File: config.mk
export PLATFORM = sky130hd
export DESIGN_NAME = bitsel_readout
export DESIGN_NICKNAME = d
export VERILOG_FILES = /design/src/rtl/bitsel_pkg.sv /design/src/rtl/bitsel_word_mux.sv /design/src/rtl/bitsel_readout.sv
export SDC_FILE = /design/constraint.sdc
export NUM_CORES = 2
export LEC_CHECK = 0
export CAP_MARGIN = 20
export CORE_AREA = 8 8 410 412
export DETAILED_ROUTE_END_ITERATION = 7
export DIE_AREA = 0 0 418 420
export PLACE_DENSITY = 0.57
export SYNTH_ARGS = -nofsm -noshare
export SYNTH_HDL_FRONTEND = slang
export SYNTH_SLANG_ARGS = --single-unit
File: constraint.sdc
create_clock -name clk -period 2.4 [get_ports clk]
set_clock_uncertainty 0.2 [all_clocks]
set_input_delay 0.48 -clock clk [delete_from_list [all_inputs] [get_ports clk]]
set_output_delay 0.48 -clock clk [all_outputs]
set_load 0.005 [all_outputs]
File: src/rtl/bitsel_pkg.sv
// Shared types and default geometry for the bit-select readout slice.
// The FSM state is a plain logic vector with named constants so older tools see the same encoding.
package bitsel_pkg;

  localparam int VEC_W  = 1024;
  localparam int WORD_W = 16;
  localparam int NWORDS = VEC_W / WORD_W;
  localparam int IDX_W  = $clog2(NWORDS);

  typedef logic [0:0] state_t;

  localparam state_t IDLE = 1'b0;
  localparam state_t SEND = 1'b1;

endpackage

File: src/rtl/bitsel_word_mux.sv
// Picks one WORD_W slice of the shadow vector by word index; word 0 is the LSBs.
// Purely combinational: zero latency, no flow control of its own.
module bitsel_word_mux
  import bitsel_pkg::*;
#(
  parameter  int VEC_W  = bitsel_pkg::VEC_W,
  parameter  int WORD_W = bitsel_pkg::WORD_W,
  parameter  int IDX_W  = bitsel_pkg::IDX_W,
  localparam int NWORDS = VEC_W / WORD_W
) (
  input  logic [VEC_W-1:0]  shadow,
  input  logic [IDX_W-1:0]  idx,
  output logic [WORD_W-1:0] word
);

  logic [NWORDS-1:0][WORD_W-1:0] words;

  assign words = shadow;
  assign word  = words[idx];

endmodule

File: src/rtl/bitsel_readout.sv
// Snapshots a wide bit vector on req_i and streams it out LSB word first; optional parity via READOUT_PARITY_EN.
// Latency: first word valid one cycle after the capturing edge; done_o one cycle after the last accepted word.
// Backpressure: valid/ready; word outputs hold while ready is low, req_i is ignored while busy.
module bitsel_readout
  import bitsel_pkg::*;
#(
  parameter  int VEC_W  = bitsel_pkg::VEC_W,
  parameter  int WORD_W = bitsel_pkg::WORD_W,
  localparam int NWORDS = VEC_W / WORD_W,
  localparam int IDX_W  = (NWORDS > 1) ? $clog2(NWORDS) : 1
) (
  input  logic              clk,
  input  logic              rst_n,
  input  logic [VEC_W-1:0]  vec_i,
  input  logic              req_i,
  output logic              busy_o,
  output logic              word_valid_o,
  input  logic              word_ready_i,
  output logic [WORD_W-1:0] word_data_o,
  output logic [IDX_W-1:0]  word_idx_o,
  output logic              word_last_o,
  output logic              word_par_o,
  output logic              done_o
);

  localparam logic [IDX_W-1:0] LAST_IDX = IDX_W'(NWORDS - 1);

  state_t            state;
  logic [IDX_W-1:0]  idx;
  logic [VEC_W-1:0]  shadow;
  logic              done_q;
  logic [WORD_W-1:0] mux_word;
  logic              sending;
  logic              xfer;
  logic              at_last;

  assign sending = (state == SEND);
  assign xfer    = sending & word_ready_i;
  assign at_last = (idx == LAST_IDX);

  always_ff @(posedge clk or negedge rst_n) begin
    if (!rst_n) begin
      state  <= IDLE;
      idx    <= '0;
      shadow <= '0;
      done_q <= 1'b0;
    end else begin
      done_q <= 1'b0;
      if (!sending) begin
        if (req_i) begin
          shadow <= vec_i;
          idx    <= '0;
          state  <= SEND;
        end
      end else if (xfer) begin
        if (at_last) begin
          // idx parks at 0 so the idle index output matches the reset value
          state  <= IDLE;
          idx    <= '0;
          done_q <= 1'b1;
        end else begin
          idx <= idx + 1'b1;
        end
      end
    end
  end

  bitsel_word_mux #(
    .VEC_W  (VEC_W),
    .WORD_W (WORD_W),
    .IDX_W  (IDX_W)
  ) u_word_mux (
    .shadow (shadow),
    .idx    (idx),
    .word   (mux_word)
  );

  assign busy_o       = sending;
  assign word_valid_o = sending;
  assign word_idx_o   = idx;
  assign word_last_o  = sending & at_last;
  assign done_o       = done_q;
  // Data is blanked outside SEND so a stale snapshot never leaks onto the bus.
  assign word_data_o  = sending ? mux_word : '0;

`ifdef READOUT_PARITY_EN
  assign word_par_o = ^word_data_o;
`else
  assign word_par_o = 1'b0;
`endif

endmodule

==> metrics.yaml <==
synth:
  muxShareOfSynthArea_pct: 38.67
  synth-xor-area-share_pct: 0
  yosys_register_bits: 1032
  synth-simple-area-share_pct: 0.5785
  ys_seq_area_share_pct: 56.05
  yosys_warnings: 0
  synth_top_family_by_area: "multiplexers"
  synthAdderAreaFrac_pct: 0.02716
  netlist_instances: 2803
  ys_types: 38
  synth_compound_area_share_pct: 2.594
  synth.avg_cell_area_um2: 16.44
  syn_area_um2: 46070
  synth_nets: 3832
place:
  portBuffers: 1053
  dp_hpwl_um: 165000
  placed_cells: 6480
  gp_congestion: 0.8850
sta:
  hold_viol: 0
  post-route-period-util_pct: 162.7
  rsz0062_at_grt: "true"
  hold-worst-slack_ps: 101.3
  setup_viol: 22
  max_slew_margin_pct: 52.20
  fmax_mhz: 256.1
  finalWorstSetupSlack_ps: -1505
  fin_crit_ps: 3905
  finalMaxSlewViolations: 0
  worst_slew_pin_slew_ps: 717.1
route:
  vias: 32470
  drtAntennaViolNets: 0
  post_drt_wl_per_cell_um: 30.00
  drt_pass1_iterations: 5
  drtIter0Drc: 2312
  drt-total-wl_um: 203700
  viasPerCell: 4.783
  drc: 0
clocking:
  clkLatencyLatePin_ps: 740
  cts-root-buf: "clkbuf_16"
  cts_buffers: 115
  cts.sinks: 1032
  cts.clk_slew.worst_paths_ps: 60
  htreeDepth: 3
  cts_tree: "done"
  clock_path_buffers: 3
power_and_ir_drop:
  max-vdd-ir-drop_v: 0.0006006
  pwr_density_cell_nw_per_um2: 814.8
  p_leak_nw: 29.55
finish:
  final_common_cell: "mux2_2"
  layout_common_cells: "mux2_2, dfrtp_1, clkdlybuf4s50_1, buf_4, mux4_2"
  post-route-util_pct: 43.57
  area_growth_pct: 52.89
  layout-drive-gt1-share_pct: 51.28
  nets: 5499
  final_cells: 6789
grt:
  grt_first_pass_wirelength_um: 280200
  grt_max_degree: 61
  grt_overflow: 0
  grt_pass1_vias: 35810
  track_usage_pct: 22.54
  antenna_found_initial: 62
setup_path:
  crit_type: "reg -> out"
  cp-start-kind: "flop"
  crit_path_cell_trace: "buf_12, buf_8, buf_16, buf_12, buf_6, mux4_2, mux2i_1, o21ai_2, a21oi_4, buf_6, a2bb2oi_2, buf_6"
  critPathSlowestCell: "dfrtp_4"
  end_kind: "primary output"
  cp_num_buf_inv: 7
  arrival_ps: 3220
  worstPathRequired_ps: 1720
  cpPeakStageDelay_ps: 520
  path_common_cell: "buf_6"
  crit_family: "buffers and inverters"
  crit_fanout: 7
floorplan:
  fp.dieH_um: 420
  die_x_um: 418
  initial_core_util_pct: 28.50
  num_io_pins: 1055
  fp-row-count: 148
  design.die.area_um2: 175600
  core-area_um2: 161700
min_path:
  hp-class: "in -> async"
outcome:
  status: "finished, violations left"
  failed_checks: "setup timing"
run:
  cap_violations: 0
Yosys cell counts, drive strengths merged:
cell type	n	area share, %
a31o	1	0.019
a21oi	34	0.37
a22oi	2	0.033
o22ai	15	0.20
mux4	255	12
o41ai	1	0.019
inv	2	0.016
a32oi	1	0.019
dfrtp	1032	56
and2	3	0.041
and3	1	0.014
nand2b	5	0.068
a221oi	1	0.019
nand4	2	0.027
o31ai	1	0.016
nand2	8	0.065
a32o	1	0.022
mux2i	35	0.76
nor3b	1	0.016
buf	120	1.3
o221ai	30	0.57
nor2	27	0.22
a2111oi	1	0.019
nor2b	6	0.081
o21ai	38	0.41
a2bb2oi	15	0.29
mux2	1041	25
ha	1	0.027
a22o	30	0.57
a21boi	1	0.016
conb	1	0.0081
or2	1	0.014
nand3	3	0.033
clkbuf	87	0.71
repair_timing:
action / in CTS / in global routing
endpoints found under the hold margin: 121 / 0
resized for setup: 375 / 47
setup endpoints to repair: 24 / 25
hold buffers: 1 / 0
setup buffers: 38 / 16
pin swaps: 43 / 26
cloned: 8 / 0
path summary, 6_finish.rpt:
path | startpoint | end | slack, ps | depth (start not counted)
max | word_idx_o[0]$_DFFE_PN0P_ | word_data_o[5] | -1500 | 12
min | rst_n | shadow[104]$_DFFE_PN0P_ | 100 | 2
max reg2reg | word_idx_o[0]$_DFFE_PN0P_ | word_idx_o[5]$_DFFE_PN0P_ | -80 | 11
min reg2reg | shadow[492]$_DFFE_PN0P_ | shadow[492]$_DFFE_PN0P_ | 300 | 1
max in group asynchronous | rst_n | shadow[257]$_DFFE_PN0P_ | 940 | 3
min in group clk | vec_i[332] | shadow[332]$_DFFE_PN0P_ | 140 | 2
per-layer routing:
| metal | vias to the layer above | share of wire (%) | global-route usage (%) |
|---|---|---|---|
| met5 | - | 0.055 | 0 |
| met2 | 1016 | 51 | 38.74 |
| met4 | 18 | 3.8 | 8.709 |
| li1 | 14060 | - | - |
| met3 | 300 | 4.9 | 4.272 |
| met1 | 17080 | 40 | 28.07 |
where the power goes:
part,internal (mW),switching (mW)
Clock,10.9,7.69
Sequential,19.5,1.48
Combinational,9.98,7.90
worst register-to-register path, cell delays in order (launching register included):
cell and delay, ps:
dfrtp_4 520, buf_4 160, buf_12 140, buf_4 140, buf_12 140, ha_2 200, and3_1 200, buf_4 140
a31o_2 270, nor2b_1 100, o21ai_0 80, o31ai_1 90
registers in the layout, summed over array words and instances, names as in the netlist:
register	count
word_idx_o	6
shadow	1024
done_o	1
busy_o	1
final cells by class:
type                       count  area, µm²
antenna                       49      122.6
clock buffer                 179       3530
clock inverter                33      508.0
fill                       14670      91220
inverter                       2      7.507
multi-input combinational   1562      20340
sequential                  1032      25840
tap                         2175       2721
timing repair buffer        1757      17370
per-stage QoR:
step	TNS (ps)	cell area (µm²)	total power, mW	worst slack [ps]
finish	-24760	70440	57.39	-1505
global route	-27150	70410	59.64	-1623
CTS	-26850	70090	57.87	-1627
detailed placement	-157960	64320	37.21	-1830
global placement	-158940	64320	37.09	-1898
floorplan	-623.9	46170	27.35	-50.85
cells by family after synthesis:
logic type | after synthesis
buffers and inverters | 209
AOI/OAI and AO/OA | 172
muxes | 1331
DFF | 1032
adders and majority gates | 1
and+or+nand+nor | 57
other | 1
(Power assumes the default switching activity.)
